--- src/rtl/burst_reader_pkg.sv ---
// Shared types and helpers for the PSRAM burst readback path.
package burst_reader_pkg;

  typedef enum logic [1:0] {
    IDLE      = 2'd0,
    WAIT_DATA = 2'd1,
    FULL      = 2'd2
  } burst_reader_state_e;

  // Each 64-bit beat carries eight bytes.
  function automatic int burst_bytes(input int beats);
    return 8 * beats;
  endfunction

endpackage

--- src/rtl/burst_bus_if.sv ---
// Burst command bus shared by the PSRAM controller and its arbiter masters.
interface burst_bus_if;
  logic [20:0] addr;
  logic        cmd;
  logic        cmd_en;
  logic [63:0] wr_data;
  logic [7:0]  data_mask;
  logic        ready;
  logic [63:0] rd_data;
  logic        rd_data_valid;

  modport master (
    output addr, cmd, cmd_en, wr_data, data_mask,
    input  ready, rd_data, rd_data_valid
  );

  modport slave (
    input  addr, cmd, cmd_en, wr_data, data_mask,
    output ready, rd_data, rd_data_valid
  );
endinterface

--- src/rtl/burst_byte_buffer.sv ---
// Local copy of one read burst: whole-beat write port, byte-wide read mux.
module burst_byte_buffer
  import burst_reader_pkg::*;
#(
  parameter int BEATS = 4
) (
  input  logic                                   clk,
  input  logic                                   reset,
  input  logic                                   wr_en,
  input  logic [$clog2(BEATS)-1:0]               wr_beat,
  input  logic [63:0]                            wr_data,
  input  logic [$clog2(burst_bytes(BEATS))-1:0]  rd_idx,
  output logic [7:0]                             rd_byte
);

  localparam int IDX_W = $clog2(burst_bytes(BEATS));

  logic [63:0] beats_r [BEATS];

  // Beat storage, cleared on reset.
  always_ff @(posedge clk) begin
    if (reset) begin
      for (int i = 0; i < BEATS; i++) begin
        beats_r[i] <= 64'd0;
      end
    end else if (wr_en) begin
      beats_r[wr_beat] <= wr_data;
    end
  end

  // Byte k lives in beat k/8, least significant byte first.
  always_comb begin
    rd_byte = beats_r[rd_idx[IDX_W-1:3]][{rd_idx[2:0], 3'b000} +: 8];
  end

endmodule

--- src/rtl/burst_reader.sv ---
// Debug-side PSRAM reader: prefetches one burst and hands it out a byte per pop.
module burst_reader
  import burst_reader_pkg::*;
#(
  parameter int BEATS_PER_BURST = 4,
  parameter int ADDR_STEP       = 16,
  parameter int TIMEOUT_CYCLES  = 63
) (
  input  logic             clk,
  input  logic             reset,
  input  logic             pop,
  output logic [7:0]       data,
  output logic             data_valid,
  output logic             underflow,
  output logic             timeout,
  burst_bus_if.master      mem
);

  localparam int BURST_BYTES = burst_bytes(BEATS_PER_BURST);
  localparam int IDX_W       = $clog2(BURST_BYTES);
  localparam int BEAT_W      = $clog2(BEATS_PER_BURST);
  localparam int TMR_W       = $clog2(TIMEOUT_CYCLES);

  localparam logic [1:0] S_IDLE      = IDLE;
  localparam logic [1:0] S_WAIT_DATA = WAIT_DATA;
  localparam logic [1:0] S_FULL      = FULL;

  localparam logic [IDX_W-1:0]  LAST_IDX  = IDX_W'(BURST_BYTES - 1);
  localparam logic [BEAT_W-1:0] LAST_BEAT = BEAT_W'(BEATS_PER_BURST - 1);
  localparam logic [TMR_W-1:0]  TMR_LAST  = TMR_W'(TIMEOUT_CYCLES - 1);

  logic [1:0]        state_r;
  logic [20:0]       rd_addr_r;
  logic [20:0]       addr_r;
  logic              cmd_en_r;
  logic [BEAT_W-1:0] beat_cnt_r;
  logic [TMR_W-1:0]  timer_r;
  logic [IDX_W-1:0]  idx_r;
  logic [7:0]        data_r;
  logic              data_valid_r;
  logic              underflow_r;
  logic              timeout_r;

  logic              wr_en_s;
  logic              last_beat_s;
  logic [IDX_W-1:0]  rd_idx_s;
  logic [7:0]        rd_byte_s;

  assign wr_en_s     = (state_r == S_WAIT_DATA) && mem.rd_data_valid;
  assign last_beat_s = wr_en_s && (beat_cnt_r == LAST_BEAT);

  // The mux looks one byte ahead so data can be a plain register.
  always_comb begin
    if (state_r == S_FULL) begin
      rd_idx_s = idx_r + IDX_W'(1);
    end else begin
      rd_idx_s = {IDX_W{1'b0}};
    end
  end

  burst_byte_buffer #(
    .BEATS (BEATS_PER_BURST)
  ) u_buffer (
    .clk     (clk),
    .reset   (reset),
    .wr_en   (wr_en_s),
    .wr_beat (beat_cnt_r),
    .wr_data (mem.rd_data),
    .rd_idx  (rd_idx_s),
    .rd_byte (rd_byte_s)
  );

  // Command issue, beat collection, timeout and byte hand-out.
  always_ff @(posedge clk) begin
    if (reset) begin
      state_r      <= S_IDLE;
      rd_addr_r    <= 21'd0;
      addr_r       <= 21'd0;
      cmd_en_r     <= 1'b0;
      beat_cnt_r   <= {BEAT_W{1'b0}};
      timer_r      <= {TMR_W{1'b0}};
      idx_r        <= {IDX_W{1'b0}};
      data_r       <= 8'd0;
      data_valid_r <= 1'b0;
      underflow_r  <= 1'b0;
      timeout_r    <= 1'b0;
    end else begin
      cmd_en_r <= 1'b0;
      if (pop && !data_valid_r) begin
        underflow_r <= 1'b1;
      end
      case (state_r)
        S_IDLE: begin
          if (mem.ready) begin
            cmd_en_r   <= 1'b1;
            addr_r     <= rd_addr_r;
            rd_addr_r  <= rd_addr_r + 21'(ADDR_STEP);
            beat_cnt_r <= {BEAT_W{1'b0}};
            timer_r    <= {TMR_W{1'b0}};
            state_r    <= S_WAIT_DATA;
          end
        end
        S_WAIT_DATA: begin
          timer_r <= timer_r + TMR_W'(1);
          if (wr_en_s) begin
            beat_cnt_r <= beat_cnt_r + BEAT_W'(1);
          end
          if (last_beat_s) begin
            state_r      <= S_FULL;
            idx_r        <= {IDX_W{1'b0}};
            data_r       <= rd_byte_s;
            data_valid_r <= 1'b1;
          end else if (timer_r == TMR_LAST) begin
            // Address stays advanced; the lost burst is simply skipped.
            timeout_r <= 1'b1;
            state_r   <= S_IDLE;
          end
        end
        S_FULL: begin
          if (pop) begin
            if (idx_r == LAST_IDX) begin
              state_r      <= S_IDLE;
              idx_r        <= {IDX_W{1'b0}};
              data_valid_r <= 1'b0;
            end else begin
              idx_r  <= idx_r + IDX_W'(1);
              data_r <= rd_byte_s;
            end
          end
        end
        default: begin
          state_r      <= S_IDLE;
          data_valid_r <= 1'b0;
        end
      endcase
    end
  end

  assign data       = data_r;
  assign data_valid = data_valid_r;
  assign underflow  = underflow_r;
  assign timeout    = timeout_r;

  assign mem.addr      = addr_r;
  assign mem.cmd       = 1'b0;
  assign mem.cmd_en    = cmd_en_r;
  assign mem.wr_data   = 64'd0;
  assign mem.data_mask = 8'd0;

endmodule

--- src/flat_wrapper.sv ---
// flat-port wrapper written by rule: the top's interface ports become plain ports
module burst_reader_flat import burst_reader_pkg::*;
#(
  parameter int BEATS_PER_BURST = 4,
  parameter int ADDR_STEP       = 16,
  parameter int TIMEOUT_CYCLES  = 63
)
  (clk, reset, pop, data, data_valid, underflow, timeout, mem_addr, mem_cmd, mem_cmd_en, mem_wr_data, mem_data_mask, mem_ready, mem_rd_data, mem_rd_data_valid);
  burst_bus_if mem_i ();
  input  logic clk;
  input  logic reset;
  input  logic pop;
  output logic [7:0] data;
  output logic data_valid;
  output logic underflow;
  output logic timeout;
  output wire logic [$bits(mem_i.addr)-1:0] mem_addr;
  output wire logic [$bits(mem_i.cmd)-1:0] mem_cmd;
  output wire logic [$bits(mem_i.cmd_en)-1:0] mem_cmd_en;
  output wire logic [$bits(mem_i.wr_data)-1:0] mem_wr_data;
  output wire logic [$bits(mem_i.data_mask)-1:0] mem_data_mask;
  input wire logic [$bits(mem_i.ready)-1:0] mem_ready;
  input wire logic [$bits(mem_i.rd_data)-1:0] mem_rd_data;
  input wire logic [$bits(mem_i.rd_data_valid)-1:0] mem_rd_data_valid;
  assign mem_addr = mem_i.addr;
  assign mem_cmd = mem_i.cmd;
  assign mem_cmd_en = mem_i.cmd_en;
  assign mem_wr_data = mem_i.wr_data;
  assign mem_data_mask = mem_i.data_mask;
  assign mem_i.ready = mem_ready;
  assign mem_i.rd_data = mem_rd_data;
  assign mem_i.rd_data_valid = mem_rd_data_valid;
  burst_reader #(.BEATS_PER_BURST(BEATS_PER_BURST), .ADDR_STEP(ADDR_STEP), .TIMEOUT_CYCLES(TIMEOUT_CYCLES)) u_core (.clk(clk), .reset(reset), .pop(pop), .data(data), .data_valid(data_valid), .underflow(underflow), .timeout(timeout), .mem(mem_i));
endmodule
--- config.mk ---
export PLATFORM = sky130hd
export DESIGN_NAME = burst_reader_flat
export DESIGN_NICKNAME = d
export VERILOG_FILES = /design/src/rtl/burst_reader_pkg.sv /design/src/rtl/burst_bus_if.sv /design/src/rtl/burst_byte_buffer.sv /design/src/rtl/burst_reader.sv /design/src/flat_wrapper.sv
export SDC_FILE = /design/constraint.sdc
export NUM_CORES = 1
export LEC_CHECK = 0
export CORE_ASPECT_RATIO = 1.5
export CORE_MARGIN = 3
export CORE_UTILIZATION = 45
export DETAILED_ROUTE_END_ITERATION = 8
export PLACE_DENSITY_LB_ADDON = 0.05
export SLEW_MARGIN = 20
export SYNTH_ARGS = -nofsm -noshare
export SYNTH_HDL_FRONTEND = slang
export SYNTH_SLANG_ARGS = --single-unit
--- constraint.sdc ---
create_clock -name clk -period 4.7 [get_ports clk]
set_clock_uncertainty 0.2 [all_clocks]
set_input_delay 0.94 -clock clk [delete_from_list [all_inputs] [get_ports clk]]
set_output_delay 0.94 -clock clk [all_outputs]
set_load 0.01 [all_outputs]
[Word level (Yosys, flattened, before mapping)]
Memory sizes are Yosys's and may differ from the RTL's.
Index checks and enable logic that the tools add are counted.
Cells by class
  $add $sub $neg: 4
  equal/unequal tests: 12
  shifts and indexed selects: 1
  muxes and demuxes: 33
  bitwise logic cells: 2
  reduce and logical (&&, ||, !) cells: 17
Operators by type and width (count)
  64-bit 2-to-1 mux: 1
  64-bit OR reduction: 1
  64-bit by 7-bit variable part select with 8-bit output: 1
  8-bit 2-to-1 mux: 3
  21-bit by 5-bit adder with 21-bit output (second input constant): 1
  5-bit 2-to-1 mux: 4
  2-bit 2-to-1 mux: 8
  8-bit case mux with 2 select lines: 1
  6-bit case mux with 2 select lines: 1
  4-bit AND reduction: 3
  1-bit 2-to-1 mux: 10
  5-bit case mux with 2 select lines: 1
  3-bit AND reduction: 3
  2-bit != test (second input constant): 4
  6-bit by 1-bit adder with 6-bit output (second input constant): 1
  6-bit equality test (second input constant): 1
  6-bit 2-to-1 mux: 1
  2-bit case mux with 3 select lines: 1
  5-bit by 1-bit adder with 5-bit output (second input constant): 1
  5-bit equality test (second input constant): 1
  2-bit equality test (second input constant): 2
  2-bit by 1-bit != test with 1-bit output (second input constant): 2
  2-bit case mux with 2 select lines: 1
  2-bit AND reduction: 2
  other kinds (10): 14
Storage, ports and cells
  register bits after elaboration: 69
  bits in writable memories: 256
  bits of input ports: 69
  output and inout bits: 106
  word-level logic and storage cells: 81
  memories: 1
Memory list
  u_core.u_buffer.beats_r: words 4, bits a word 64, rd ports 1, clocked after memory_dff 0, wr ports 4, RTL line burst_byte_buffer.sv:18  | logic [63:0] beats_r [BEATS];

[Depth between registers and ports, before layout]
  depth in word-level cells: 7
  depth in mapped cells: 10
  depth with buffers taken out: 9

[Modules after synthesis]
A second synthesis with hierarchy kept.
Second synthesis, totals
  cells, all modules: 1033
  area total of the unflattened synthesis: 14560.2 sq um
By module, submodules not included
  burst_byte_buffer: times used 1, cells an instance 656, area an instance 11449.7 sq um, sequential area each 7687.4 sq um
  burst_reader: times used 1, cells an instance 377, area an instance 3110.5 sq um, sequential area each 1221.2 sq um

[Worst setup path after synthesis]
No wires, ideal clock.
  path type: in2reg
  start point: input port mem_rd_data_valid
  end point: memory u_core.u_buffer.beats_r[1][0], enable pin
  data arrival time: 4.019 ns
  data required time: 4.001 ns
  slack: -0.018 ns
  cell stages on the path: 2
  buffers on the path: 0
  path through: nand2_1 > o21bai_1
RTL lines
  from (decl): RTL line flat_wrapper.sv:24  | input wire logic [$bits(mem_i.rd_data_valid)-1:0] mem_rd_data_valid;
  to (decl): RTL line burst_byte_buffer.sv:18

[Final worst setup path]
  start point: register u_core.idx_r[3]
  end point: register u_core.data_r[1], in the netlist u_core.data[1]
On the way
  longest elaborated chain between the ends: 7
  elaborated cells on any way between the ends: 11
  classes of those cells: add/sub (1); eq/ne (2); shift (1); mux (5); reduce/logical (1); memory (1)
RTL lines
  from (decl): RTL line burst_reader.sv:38  | logic [IDX_W-1:0] idx_r;
  from (signal assigned): RTL line burst_reader.sv:82  | idx_r <= {IDX_W{1'b0}};
  from (signal assigned): RTL line burst_reader.sv:110  | idx_r <= {IDX_W{1'b0}};
  from (signal assigned): RTL line burst_reader.sv:123  | idx_r <= {IDX_W{1'b0}};
  5-bit by 1-bit adder with 5-bit output: RTL line burst_reader.sv:55  | rd_idx_s = idx_r + IDX_W'(1);
  5-bit 2-to-1 mux: RTL line burst_reader.sv:54  | if (state_r == S_FULL) begin
  memory 4 x 64 bit
  64-bit by 7-bit variable part select with 8-bit output: RTL line burst_byte_buffer.sv:33  | rd_byte = beats_r[rd_idx[IDX_W-1:3]][{rd_idx[2:0], 3'b000} +: 8];
  8-bit 2-to-1 mux: RTL line burst_reader.sv:121  | if (idx_r == LAST_IDX) begin
  8-bit 2-to-1 mux: RTL line burst_reader.sv:120  | if (pop) begin
  8-bit case mux with 2 select lines: RTL line burst_reader.sv:92  | case (state_r)
  to (signal assigned): RTL line burst_reader.sv:111  | data_r <= rd_byte_s;
  to (signal assigned): RTL line burst_reader.sv:127  | data_r <= rd_byte_s;
  to (decl): RTL line burst_reader.sv:39  | logic [7:0] data_r;
Several ways; a longest one is shown, not always the timed one. The select of a mux whose other input is x is not followed.
A chain may end at the register's enable or synchronous reset.

==> results.md <==
- Synthesized cell area: 14810 µm²
- Worst Path Max Fanout: 21
- Crit-path most repeated cell: o22ai_1
- Cell Pwr Density: 351.0 nW/µm²
- Layout cells sized above 1: 8.574%
- CTS root buf: clkbuf_16
- Die area: 35160 µm²
- Pins over their slew limit: 0
- Number of flops mapped to enable cells by yosys: 256
- MaxCap Viol Count: 0
- Result of the run: finished, final reports clean
- Final count of hold timing violations: 0
- Share of async-settable or async-resettable flops after synthesis: 0%
- Period Utilization, post-route: 72.36%
- Final wirelength: 37300 µm
- Post-Route Utilization: 53.15%
- Aggregate negative setup slack: 0 ns
- Site row count: 80
- CTS tree: built
- Post-cts repair resize count: 0
- Filler-free cell count of the finished design: 1763
- Biggest area consumer among synthesized cells: edfxtp_1
- GR Util All Layers: 20.70%
- Final number of setup-violating endpoints: 0
- Iteration-0 DRC Markers: 593
- Number of unique standard cell types used by synthesis: 65
- Largest stage delay on the critical path: 0.78 ns
- Top post-synthesis cells by area: edfxtp_1 (52%), and2_1 (11%), dfxtp_1 (8.2%)
- Vias per Instance: 5.336
- Count of buffering cells on the critical path with inverters included: 1
- Detail Route Antenna Nets: 0
- Count of synthesis-stage warnings from yosys: 0
- Number of buffers created by CTS: 31
- Total number of H-tree levels: 1
- Top library cells by usage in the layout, fill and taps aside: and2_1 (258), edfxtp_1 (256), nand2_1 (103)
- Number of vias in the routed layout: 9408
- Endpoint required time on the critical path: 4.97 ns
- Leakage power figure: 6.509 nW
- Cell total after placement: 1706
- Crit path DAT: 3.67 ns
- Clock edge transition at the registers on the reported setup and hold paths: 0.06 ns
- Global-route wire length before repair: 56860 µm
- Detailed-placement wirelength estimate: 24680 µm
- Max VDD drop: 0.2781 mV
- Total power draw: 5.994 mW
- Total inserted antenna cells: 0
- NumNets Final: 1404
- Number of register bits inferred by synthesis: 317
- Fin crit period: 3.401 ns
- Portion of the post-synthesis area used by sequential elements: 60.17%
- Synth-to-Final Area Change: 15.34%
- Global route overflow: 0
- IO Count: 175
- Pin slew with the least headroom to its limit: 0.9539 ns
- Most frequent standard cell in the layout excluding fill and tap cells: and2_1
- Vertical extent of the die: 228.2 µm
- Worst slew margin: 35.05%
- Placer's final routability congestion estimate: 0.8126
- Min-Delay Path Class: reg -> reg
- Port bufs: 97
- Initial core utilization: 46.08%
- Launching element type of the critical path: flop
- F_max: 0.2941 GHz
- Slowest cell on crit path: or3_1
- Number of buffers inserted by post-CTS setup repair: 0
- Number of remaining DRC errors: 0
- Clock insertion delay at the later pin of the skew report: 0.56 ns
- Via count of the first global-routing pass: 9336
- Area fraction of the dominant cell type after synthesis: 51.92%
- Main synth FF type: edfxtp_1
- Mean area per synthesized cell: 11.93 µm²
- Gate count after technology mapping: 1241
- RSZ-0062 raised after global routing: no
- Area of the core: 32130 µm²
- CP Capture Type: flop
- Hold buffer count at cts: 0
- Die Wd: 154.1 µm
- Start-to-end type of the worst setup path: reg -> reg
- DRT Pass-1 Iters: 5
- Largest net degree at the start of global routing: 65
- Cell family with the largest share of critical-path delay: simple AND/OR/NAND/NOR gates
- TritonCTS sink count: 317
- Number of antenna violations at the first check in global routing: 0
- CP Cell Sequence: and3_1 -> ha_1 -> or3_1 -> buf_4 -> o22ai_1 -> o22ai_1 -> a211oi_1
- Largest buffer count on any clock path: 3
- Wire per inst: 21.16 µm
-- per-layer routing --
metal  vias up  GRT usage, %  wire length (µm)
li1       4483             -                 -
met2       222         37.82             19910
met3        54         2.313              1336
met5         -             0                 0
met4         0         6.048              1044
met1      4649         25.63             15000
-- power breakdown --
part	total (mW)	switching [mW]	internal, mW
sequential	3.17	0.0335	3.13
clock	2.52	1.04	1.48
combinational	0.312	0.196	0.116
total	5.99	1.27	4.73
-- cells in the mapped netlist, drive strengths merged (7+ instances only) --
library cell  count
and2            258
edfxtp          256
nand2           103
buf              92
a21oi            67
dfxtp            61
clkbuf           57
mux2i            57
nor2             41
o21ai            25
o22ai            23
nand3            20
o221ai           17
a22oi            14
nor3             10
xor2              9
a211oi            8
mux2              8
mux4              8
nor4              8
a221o             7
o2111ai           7
o211ai            7
-- worst paths after layout --
check	from	endpoint	slack, ns	cells after the start
worst max-delay path	u_core.idx_r[3]$_SDFFE_PP0P_	u_core.data[1]$_SDFFE_PP0P_	1.30	7
worst min register to register	u_core.mem.addr[11]$_SDFFE_PP0P_	u_core.mem.addr[11]$_SDFFE_PP0P_	0.25	2
worst min-delay path	u_core.mem.addr[11]$_SDFFE_PP0P_	u_core.mem.addr[11]$_SDFFE_PP0P_	0.25	2
worst max register to register	u_core.idx_r[3]$_SDFFE_PP0P_	u_core.data[1]$_SDFFE_PP0P_	1.30	7
-- kinds of logic (layout without fill, tap and decap cells) --
family,Yosys count,after routing,share of synthesized area [%]
AOI/OAI and AO/OA,193,193,8.493
xor gates and xnor gates,15,15,0.9381
adders and majority gates,6,6,0.5070
buffers and inverters,153,189,6.135
DFF,317,317,60.17
muxes,73,73,5.730
other,1,77,0.02533
and+or+nand+nor,483,483,18.00
-- metrics by stage --
| stage | setup WS [ns] | cell area (µm²) | hold WS [ns] |
|---|---|---|---|
| floorplan | 1.209 | 15090 | 0.2436 |
| global placement | 1.031 | 16040 | 0.2419 |
| global route | 1.137 | 17080 | 0.2700 |
| detailed placement | 1.015 | 16040 | 0.2467 |
| finish | 1.299 | 17080 | 0.2529 |
| CTS | 1.244 | 17080 | 0.2555 |
-- final cells by class --
cell class                 count  area (µm²)
clock buffer                  42       889.6
clock inverter                15       145.1
fill                        2849       15050
inverter                       4       15.01
multi-input combinational    847        5344
sequential                   317        8909
tap                          410       513.0
timing repair buffer         128        1261
-- flip-flops by register name (all words and copies together), names as in the netlist, 2 cells and up --
signal	flops
u_core.idx_r	5
u_core.timer_r	6
u_core.beat_cnt_r	2
u_core.mem.addr	17
u_core.data	8
u_core.state_r	2
u_core.u_buffer.beats_r	256
u_core.rd_addr_r	17
-- worst min-delay path: stages, from the launching register on --
cell     delay (ns)
dfxtp_1        0.31
nand2_1        0.05
a21oi_1        0.05
(Power assumes the default switching activity.)
